[config.mk]
export PLATFORM = sky130hd
export DESIGN_NAME = alarm_keypad_ctrl_flat
export DESIGN_NICKNAME = d
export VERILOG_FILES = /design/src/rtl/alarm_keypad_ctrl_if.sv /design/src/rtl/alarm_keypad_ctrl.sv /design/src/flat_wrapper.sv
export SDC_FILE = /design/constraint.sdc
export NUM_CORES = 1
export LEC_CHECK = 0
export CAP_MARGIN = 5
export CORE_UTILIZATION = 30
export DETAILED_ROUTE_END_ITERATION = 7
export PLACE_DENSITY_LB_ADDON = 0.05
export SLEW_MARGIN = 20
export SYNTH_ARGS = -nofsm -noshare
export SYNTH_HDL_FRONTEND = slang
export SYNTH_SLANG_ARGS = --single-unit
[constraint.sdc]
create_clock -name clk -period 2.05 [get_ports clk]
set_clock_uncertainty 0.05 [all_clocks]
set_input_delay 0.41 -clock clk [delete_from_list [all_inputs] [get_ports clk]]
set_output_delay 0.41 -clock clk [all_outputs]
set_load 0.005 [all_outputs]
[src/rtl/alarm_keypad_ctrl_if.sv]
// Keypad/controller signal bundle for alarm_keypad_ctrl.
//   key_valid, key_code : key strobe and code from the keypad scanner
//   sys_armed           : alarm controller status (1 = armed/triggered/alarm_on)
//   arm_req, disarm_req : one-cycle requests to the alarm controller
//   entry_active        : PIN entry in progress
//   locked_out          : keypad locked after repeated wrong codes
//   fail_cnt            : consecutive wrong-code count
interface alarm_keypad_ctrl_if;
    logic       key_valid;
    logic [3:0] key_code;
    logic       sys_armed;
    logic       arm_req;
    logic       disarm_req;
    logic       entry_active;
    logic       locked_out;
    logic [2:0] fail_cnt;

    // Keypad/controller side: drives keys and status, observes requests.
    modport master (
        output key_valid, key_code, sys_armed,
        input  arm_req, disarm_req, entry_active, locked_out, fail_cnt
    );

    // Keypad front end.
    modport slave (
        input  key_valid, key_code, sys_armed,
        output arm_req, disarm_req, entry_active, locked_out, fail_cnt
    );
endinterface

[src/rtl/alarm_keypad_ctrl.sv]
// PIN-entry keypad front end: collects digits, compares against a fixed PIN,
// issues one-cycle arm/disarm requests and enforces a timed lockout after
// repeated wrong codes.
//   clk   : system clock
//   rst_n : asynchronous active-low reset
//   ena   : enable; when low all state holds and keys are dropped
//   kp    : keypad/controller bundle (slave side), see alarm_keypad_ctrl_if
module alarm_keypad_ctrl #(
    parameter int unsigned PIN_DIGITS     = 4,
    parameter logic [15:0] PIN            = 16'h1234,
    parameter int unsigned MAX_FAILS      = 3,
    parameter int unsigned LOCKOUT_CYCLES = 1024,
    parameter int unsigned ENTRY_TIMEOUT  = 4096
) (
    input  logic                clk,
    input  logic                rst_n,
    input  logic                ena,
    alarm_keypad_ctrl_if.slave  kp
);

    localparam int unsigned BUF_W  = 4 * PIN_DIGITS;
    localparam int unsigned CNT_W  = 3;
    localparam int unsigned FAIL_W = 3;
    localparam int unsigned TO_W   = $clog2(ENTRY_TIMEOUT + 1);
    localparam int unsigned LOCK_W = $clog2(LOCKOUT_CYCLES + 1);

    localparam logic [BUF_W-1:0] PIN_CODE = PIN[BUF_W-1:0];

    typedef enum logic [1:0] {
        ST_IDLE,
        ST_ENTRY,
        ST_CHECK,
        ST_LOCKOUT
    } state_t;

    state_t              state_q, state_d;
    logic [BUF_W-1:0]    buf_q, buf_d;
    logic [CNT_W-1:0]    cnt_q, cnt_d;
    logic                ovf_q, ovf_d;
    logic [TO_W-1:0]     timer_q, timer_d;
    logic [LOCK_W-1:0]   lock_q, lock_d;
    logic [FAIL_W-1:0]   fail_q, fail_d;
    logic                arm_q, arm_d;
    logic                disarm_q, disarm_d;
    logic                entry_q, entry_d;
    logic                locked_q, locked_d;

    logic                key_c;
    logic                is_digit_c;
    logic                is_enter_c;
    logic                is_clear_c;
    logic                match_c;
    logic [FAIL_W-1:0]   fail_inc_c;

    assign key_c      = kp.key_valid & ena;
    assign is_digit_c = (kp.key_code <= 4'd9);
    assign is_enter_c = (kp.key_code == 4'hA);
    assign is_clear_c = (kp.key_code == 4'hB);
    // Overflow catches codes longer than the PIN even if the last digits match.
    assign match_c    = (cnt_q == CNT_W'(PIN_DIGITS)) & ~ovf_q & (buf_q == PIN_CODE);
    assign fail_inc_c = FAIL_W'(fail_q + FAIL_W'(1));

    // State and datapath registers.
    always_ff @(posedge clk or negedge rst_n) begin
        if (!rst_n) begin
            state_q  <= ST_IDLE;
            buf_q    <= '0;
            cnt_q    <= '0;
            ovf_q    <= 1'b0;
            timer_q  <= '0;
            lock_q   <= '0;
            fail_q   <= '0;
            arm_q    <= 1'b0;
            disarm_q <= 1'b0;
            entry_q  <= 1'b0;
            locked_q <= 1'b0;
        end else begin
            state_q  <= state_d;
            buf_q    <= buf_d;
            cnt_q    <= cnt_d;
            ovf_q    <= ovf_d;
            timer_q  <= timer_d;
            lock_q   <= lock_d;
            fail_q   <= fail_d;
            arm_q    <= arm_d;
            disarm_q <= disarm_d;
            entry_q  <= entry_d;
            locked_q <= locked_d;
        end
    end

    // Next-state and output logic.
    always_comb begin
        state_d  = state_q;
        buf_d    = buf_q;
        cnt_d    = cnt_q;
        ovf_d    = ovf_q;
        timer_d  = timer_q;
        lock_d   = lock_q;
        fail_d   = fail_q;
        arm_d    = 1'b0;
        disarm_d = 1'b0;

        if (ena) begin
            unique case (state_q)
                ST_IDLE: begin
                    if (key_c && is_digit_c) begin
                        buf_d   = BUF_W'(kp.key_code);
                        cnt_d   = CNT_W'(1);
                        ovf_d   = 1'b0;
                        timer_d = '0;
                        state_d = ST_ENTRY;
                    end
                end

                ST_ENTRY: begin
                    if (key_c) begin
                        timer_d = '0;
                        if (is_digit_c) begin
                            // Shift left one nibble; oldest digit falls off the top.
                            buf_d = BUF_W'({buf_q, kp.key_code});
                            if (cnt_q == CNT_W'(PIN_DIGITS)) begin
                                ovf_d = 1'b1;
                            end else begin
                                cnt_d = CNT_W'(cnt_q + CNT_W'(1));
                            end
                        end else if (is_enter_c) begin
                            state_d = ST_CHECK;
                        end else if (is_clear_c) begin
                            buf_d   = '0;
                            cnt_d   = '0;
                            ovf_d   = 1'b0;
                            state_d = ST_IDLE;
                        end
                    end else if (timer_q == TO_W'(ENTRY_TIMEOUT - 1)) begin
                        buf_d   = '0;
                        cnt_d   = '0;
                        ovf_d   = 1'b0;
                        timer_d = '0;
                        state_d = ST_IDLE;
                    end else begin
                        timer_d = TO_W'(timer_q + TO_W'(1));
                    end
                end

                ST_CHECK: begin
                    buf_d   = '0;
                    cnt_d   = '0;
                    ovf_d   = 1'b0;
                    timer_d = '0;
                    if (match_c) begin
                        fail_d   = '0;
                        arm_d    = ~kp.sys_armed;
                        disarm_d = kp.sys_armed;
                        state_d  = ST_IDLE;
                    end else begin
                        fail_d = fail_inc_c;
                        if (fail_inc_c == FAIL_W'(MAX_FAILS)) begin
                            lock_d  = '0;
                            state_d = ST_LOCKOUT;
                        end else begin
                            state_d = ST_IDLE;
                        end
                    end
                end

                ST_LOCKOUT: begin
                    if (lock_q == LOCK_W'(LOCKOUT_CYCLES - 1)) begin
                        lock_d  = '0;
                        fail_d  = '0;
                        state_d = ST_IDLE;
                    end else begin
                        lock_d = LOCK_W'(lock_q + LOCK_W'(1));
                    end
                end

                default: state_d = ST_IDLE;
            endcase
        end

        entry_d  = (state_d == ST_ENTRY);
        locked_d = (state_d == ST_LOCKOUT);
    end

    assign kp.arm_req      = arm_q;
    assign kp.disarm_req   = disarm_q;
    assign kp.entry_active = entry_q;
    assign kp.locked_out   = locked_q;
    assign kp.fail_cnt     = fail_q;

endmodule

[src/flat_wrapper.sv]
// flat-port wrapper written by rule: the top's interface ports become plain ports
module alarm_keypad_ctrl_flat 
#(
    parameter int unsigned PIN_DIGITS     = 4,
    parameter logic [15:0] PIN            = 16'h1234,
    parameter int unsigned MAX_FAILS      = 3,
    parameter int unsigned LOCKOUT_CYCLES = 1024,
    parameter int unsigned ENTRY_TIMEOUT  = 4096
)
  (clk, rst_n, ena, kp_key_valid, kp_key_code, kp_sys_armed, kp_arm_req, kp_disarm_req, kp_entry_active, kp_locked_out, kp_fail_cnt);
  alarm_keypad_ctrl_if kp_i ();
  input  logic clk;
  input  logic rst_n;
  input  logic ena;
  input wire logic [$bits(kp_i.key_valid)-1:0] kp_key_valid;
  input wire logic [$bits(kp_i.key_code)-1:0] kp_key_code;
  input wire logic [$bits(kp_i.sys_armed)-1:0] kp_sys_armed;
  output wire logic [$bits(kp_i.arm_req)-1:0] kp_arm_req;
  output wire logic [$bits(kp_i.disarm_req)-1:0] kp_disarm_req;
  output wire logic [$bits(kp_i.entry_active)-1:0] kp_entry_active;
  output wire logic [$bits(kp_i.locked_out)-1:0] kp_locked_out;
  output wire logic [$bits(kp_i.fail_cnt)-1:0] kp_fail_cnt;
  assign kp_i.key_valid = kp_key_valid;
  assign kp_i.key_code = kp_key_code;
  assign kp_i.sys_armed = kp_sys_armed;
  assign kp_arm_req = kp_i.arm_req;
  assign kp_disarm_req = kp_i.disarm_req;
  assign kp_entry_active = kp_i.entry_active;
  assign kp_locked_out = kp_i.locked_out;
  assign kp_fail_cnt = kp_i.fail_cnt;
  alarm_keypad_ctrl #(.PIN_DIGITS(PIN_DIGITS), .PIN(PIN), .MAX_FAILS(MAX_FAILS), .LOCKOUT_CYCLES(LOCKOUT_CYCLES), .ENTRY_TIMEOUT(ENTRY_TIMEOUT)) u_core (.clk(clk), .rst_n(rst_n), .ena(ena), .kp(kp_i));
endmodule
==> results of run 1 <==
==> layer usage <==
layer / vias up / routed length (microns) / global-route usage
li1: 1379 / - / -
met1: 1310 / 3750 / 0.217
met2: 16 / 3770 / 0.276
met3: 2 / 109 / 0.0270
met4: 0 / 29 / 0.0301
met5: - / 0 / 0
==> area by class of cell <==
class	instances	area, sq um
inverters	12	45.0
flip-flops and latches	53	1330
well taps	129	161
clock inverters	2	37.5
repair buffers	92	779
multi-input cells	254	1690
clock buffers	6	82.6
fillers	997	5250
==> Yosys cell counts (4+ instances only) <==
| library cell | number | share of area |
|---|---|---|
| nand4_1 | 11 | 0.023 |
| ha_1 | 10 | 0.043 |
| o31ai_1 | 9 | 0.023 |
| nand2b_1 | 4 | 0.0085 |
| inv_1 | 12 | 0.015 |
| o41ai_1 | 6 | 0.018 |
| nor2_1 | 16 | 0.020 |
| a21oi_1 | 8 | 0.014 |
| nand3_1 | 14 | 0.024 |
| o21ai_0 | 46 | 0.078 |
| clkbuf_1 | 8 | 0.010 |
| dfrtp_1 | 53 | 0.45 |
| nand2_1 | 59 | 0.075 |
| or4_1 | 4 | 0.010 |
| o211ai_1 | 4 | 0.010 |
| and3_1 | 5 | 0.011 |
| nor2b_1 | 7 | 0.015 |
| nor3_1 | 9 | 0.015 |
==> final timing paths <==
kind	from	to	slack [ps]	cells past startpoint
worst max register to register	u_core.buf_q[10]	u_core.kp.locked_out	-150	6
min in group clk	u_core.buf_q[12]	u_core.buf_q[12]	440	2
max in group asynchronous	rst_n	u_core.buf_q[5]	1660	2
worst min register to register	u_core.buf_q[12]	u_core.buf_q[12]	440	2
worst max-delay path	u_core.buf_q[10]	u_core.kp.locked_out	-150	6
worst min-delay path	rst_n	u_core.lock_q[4]	20	2
==> through the flow <==
stage	instances	TNS, ps	setup slack, ps	util	total power [mW]
2_1_floorplan	331	-901	-134	-	1.80
3_3_place_gp	533	-6630	-337	0.400	2.34
3_5_place_dp	533	-7380	-329	0.400	2.36
4_1_cts	541	-1830	-152	0.418	3.16
5_1_grt	548	-3120	-240	0.440	3.49
6_report	548	-1650	-154	0.440	3.24
==> cells by family after synthesis <==
kind of cell               count (synthesis)  share of synthesized area
DFF                                       53                      0.451
and+or+nand+nor                          152                      0.268
buffers and inverters                     24                     0.0362
xor gates and xnor gates                   1                    0.00298
AOI/OAI and AO/OA                         91                      0.198
adders and majority gates                 10                     0.0426
==> state kept, by name (all words and copies together) (netlist names) <==
register / flops
u_core.cnt_q: 3
u_core.ovf_q: 1
u_core.kp.fail_cnt: 3
u_core.kp.locked_out: 1
u_core.buf_q: 16
u_core.lock_q: 11
u_core.kp.arm_req: 1
u_core.kp.entry_active: 1
u_core.kp.disarm_req: 1
u_core.timer_q: 13
u_core.state_q: 2
==> timing repair <==
item | 4_1_cts | 5_1_grt
setup buffers | 0 | 6
pin swaps | 4 | 18
cloned | 0 | 1
endpoints found under the setup margin | 19 | 49
resized for setup | 10 | 44
==> worst max-delay path: cells and delay by family, from the launching register on <==
kind / cells / cell delay, ps
AND/OR/NAND/NOR: 4 / 1280
flip-flops: 1 / 400
AO/OA/AOI/OAI: 1 / 200
buffers and inverters: 1 / 150
==> where the power goes <==
| part | internal [mW] | leakage (nW) | total [mW] | switching, mW |
|---|---|---|---|---|
| logic | 0.600 | 1.02 | 1.19 | 0.587 |
| registers | 1.18 | 0.716 | 1.29 | 0.116 |
| clock network | 0.398 | 0.0574 | 0.764 | 0.366 |
==> metrics.csv, run 1 <==
metric,value,unit
antenna_found_initial,0,
clk_pin_slew_worst_paths,100,ps
wl_per_cell,14.0,microns
dieArea,10200,sq um
max_slew.worst_pin.slew,463,ps
drive_gt1_frac,0.298,
grt_pass1_wl,13000,microns
cpMaxStageDelayCell,or4b_1,
io_pins,16,
holdWs,22.9,ps
grt_max_degree,54,
fp.coreArea,9370,sq um
gp_congestion,0.787,
die_x,101,microns
power_density,787,nW/um^2
yosys_warnings,0,
cts-root-buf,clkbuf_8,
antennaDiodeCount,0,
stdcell_area,4120,sq um
status,"finished, violations left",
grt-ovfl-total,0,
drv_slew,0,
drtAntennaViolNets,0,
rows,35,
nNetsFinal,437,
ys_types,50,
period_share,1.07,
drv_cap,0,
crit_type,reg -> reg,
start_util,0.313,
clkSinkCount,53,
crit_fanout,3,
vias,2707,
numCtsBuffers,5,
clock_path_buffers,2,
area_growth,40.4,%
max_slew_margin,0.687,
grt_pass1_vias,2733,
grt_usage,0.162,
synth-main-ff-cell,dfrtp_1,
synth_nets,350,
worstPathArrival,2350,ps
cp-end-kind,register,
synth_edf_count,0,
p_leak,1.79,nW
finalHoldViolations,0,
critical_path.startpoint_type,register,
hold_class,in -> async,
syn_avg_cell_area,8.88,sq um
final_common_cell,buf_4,
insertion_delay,310,ps
max_freq,454,MHz
cts_tree,done,
syn-instance-count,331,
critPathMaxStageDelay,490,ps
critPathRequiredTime,2200,ps
place_hpwl,5570,microns
synthesis.area,2940,sq um
vdd_drop_max,0.414,mV
crit_chain,or4b_1 > or4_4 > buf_6 > o21a_4 > nor3b_4 > nor3b_2,
async_reset_ff_frac,1.00,
htree_levels,2,
finalWorstSetupSlack,-154,ps
drtIter0Drc,55,
io_buffer_count,15,
drc_errors,0,
setup_viol,15,
wl,7650,microns
violations,negative setup slack,
viasPerCell,4.94,
min_period,2200,ps
fp.dieH,101,microns
layout_common_cells,"buf_4, nand2_1, dfrtp_1, o21ai_0, nor2_1",
synth-seq-cells,53,
place_area,3750,sq um
cts_hold_buf,0,
first_pass_iters,4,
rsz0062_at_grt,true,
ys_seq_area_frac,0.451,
(Power assumes the default switching activity.)
==> run 2: changes to the inputs <==
--- a/config.mk
+++ b/config.mk
@@ -9,7 +9,8 @@
 export CORE_UTILIZATION = 30
 export DETAILED_ROUTE_END_ITERATION = 7
 export PLACE_DENSITY_LB_ADDON = 0.05
-export SLEW_MARGIN = 20
+export RECOVER_POWER = 25
+export SLEW_MARGIN = 10
 export SYNTH_ARGS = -nofsm -noshare
 export SYNTH_HDL_FRONTEND = slang
 export SYNTH_SLANG_ARGS = --single-unit
==> run 2 against run 1 <==
  * The run still ends with negative setup slack left
  * Sequential power about the same
  * Non-clock buffer count unchanged
  * Count of clock-buffer cells in the layout unchanged
  * Maximum frequency unchanged
  * Total power down 0.12%
  * Routed wire length unchanged
==> metrics.csv, run 2 (synthesis results as in run 1) <==
metric,value,unit,change
setup_viol,15,,unchanged
power_density,789,nW/um^2,was 787 nW/um^2
layout_common_cells,"buf_4, nand2_1, dfrtp_1, o21ai_0, nor2_1",,unchanged
drc_errors,0,,unchanged
finalWorstSetupSlack,-154,ps,unchanged
final_util,0.438,,was 0.440
rows,35,,unchanged
crit_chain,or4b_1 > or4_4 > buf_6 > o21a_4 > nor3b_4 > nor3b_2,,unchanged
start_util,0.313,,unchanged
largest_register,u_core.buf_q,,unchanged
period_share,1.07,,unchanged
clock_path_buffers,2,,unchanged
io_pins,16,,unchanged
nNetsFinal,437,,unchanged
crit_fanout,3,,unchanged
vias,2707,,unchanged
cp-end-kind,register,,unchanged
place_hpwl,5570,microns,unchanged
area_growth,39.9,%,was 40.4%
critPathRequiredTime,2200,ps,about the same
grt_usage,0.162,,unchanged
place_ws,-329,ps,unchanged
max_slew.worst_pin.slew,1370,ps,was 463 ps
crit_family,simple AND/OR/NAND/NOR gates,,unchanged
cts-root-buf,clkbuf_8,,unchanged
drive_gt1_frac,0.298,,unchanged
p_leak,1.78,nW,was 1.79 nW
grt-ovfl-total,0,,unchanged
max_freq,454,MHz,unchanged
grt_pass1_vias,2733,,unchanged
critical_path.startpoint_type,register,,unchanged
viasPerCell,4.94,,unchanged
critPathMaxStageDelay,490,ps,about the same
insertion_delay,310,ps,about the same
cpMaxStageDelayCell,or4b_1,,unchanged
worstPathArrival,2350,ps,about the same
cts_hold_buf,0,,unchanged
gp_congestion,0.787,,unchanged
grt_max_degree,54,,unchanged
drtAntennaViolNets,0,,unchanged
crit_type,reg -> reg,,unchanged
fp.coreArea,9370,sq um,unchanged
cts_tree,done,,unchanged
path_buf_inv,1,,unchanged
antenna_found_initial,0,,unchanged
vdd_drop_max,0.414,mV,about the same
die_x,101,microns,unchanged
min_period,2200,ps,unchanged
wl_per_cell,14.0,microns,unchanged
final_common_cell,buf_4,,unchanged
htree_levels,2,,unchanged
io_buffer_count,15,,unchanged
first_pass_iters,4,,unchanged
drv_slew,0,,unchanged
hold_class,in -> async,,unchanged
clkSinkCount,53,,unchanged
finalHoldViolations,0,,unchanged
reg_top3,"u_core.buf_q: 16 flops, u_core.timer_q: 13 flops, u_core.lock_q: 11 flops",,unchanged
rsz0062_at_grt,true,,unchanged
drtIter0Drc,55,,unchanged
max_slew_margin,0.0893,,was 0.687
wl,7650,microns,unchanged
violations,negative setup slack,,unchanged
grt_pass1_wl,13000,microns,unchanged
antennaDiodeCount,0,,unchanged
status,"finished, violations left",,unchanged
fp.dieH,101,microns,unchanged
fillers,999,,was 997
clk_pin_slew_worst_paths,100,ps,about the same
power.total,3.24,mW,about the same
numCtsBuffers,5,,unchanged
largest_reg_flops,16,,unchanged
drv_cap,0,,unchanged
dieArea,10200,sq um,unchanged
-- run 2: layout make-up --
cell class                      instances  area (sq um)  area share
Sequential cell                        53          1330       0.323
Multi-Input combinational cell        254          1690       0.411
Inverter                               12          45.0      0.0110
Tap cell                              129           161      0.0393
Timing Repair Buffer                   92           764       0.186
Clock buffer                            6          82.6      0.0201
Clock inverter                          2          37.5     0.00914
-- run 2: worst paths after layout --
| check | to | slack (ps) | cells after the start | from |
|---|---|---|---|---|
| max | u_core.kp.locked_out | -150 | 6 | u_core.buf_q[10] |
| min | u_core.lock_q[4] | 420 | 2 | rst_n |
| max reg2reg | u_core.kp.locked_out | -150 | 6 | u_core.buf_q[10] |
| min reg2reg | u_core.buf_q[12] | 440 | 2 | u_core.buf_q[12] |
| max in group asynchronous | u_core.state_q[1] | 620 | 2 | rst_n |
| min in group clk | u_core.buf_q[12] | 440 | 2 | u_core.buf_q[12] |
-- run 2: stage by stage --
stage	TNS (ps)	instances	cell area [sq um]	hold slack, ps
2_1_floorplan	-901	331	2940	64.4
3_3_place_gp	-6630	533	3750	386
3_5_place_dp	-7380	533	3750	387
4_1_cts	-1830	541	3920	44.3
5_1_grt	-3120	548	4110	491
6_report	-1650	548	4110	424
-- run 2: metal layers --
layer,GRT usage,part of all wire,up-vias
li1,-,-,1379
met1,0.217,0.49,1310
met2,0.276,0.49,16
met3,0.0270,0.014,2
met4,0.0301,0.0038,0
met5,0,0,-
-- run 2: where the power goes --
part | internal [mW] | total (mW) | switching [mW]
clock | 0.398 | 0.764 | 0.366
sequential | 1.18 | 1.29 | 0.116
combinational | 0.597 | 1.18 | 0.587
total | 2.17 | 3.24 | 1.07
-- run 2: worst reg2reg max path: stages (launching register included) --
cell	delay [ps]
dfrtp_1	400
or4b_1	490
or4_4	460
buf_6	150
o21a_4	200
nor3b_4	260
nor3b_2	70
-- run 2: timing repair --
item / in CTS / in global routing
hold endpoints to repair: 0 / 0
gates resized for setup: 10 / 44
endpoints found under the setup margin: 19 / 49
cloned: 0 / 1
setup buffers: 0 / 6
pin swaps: 4 / 18
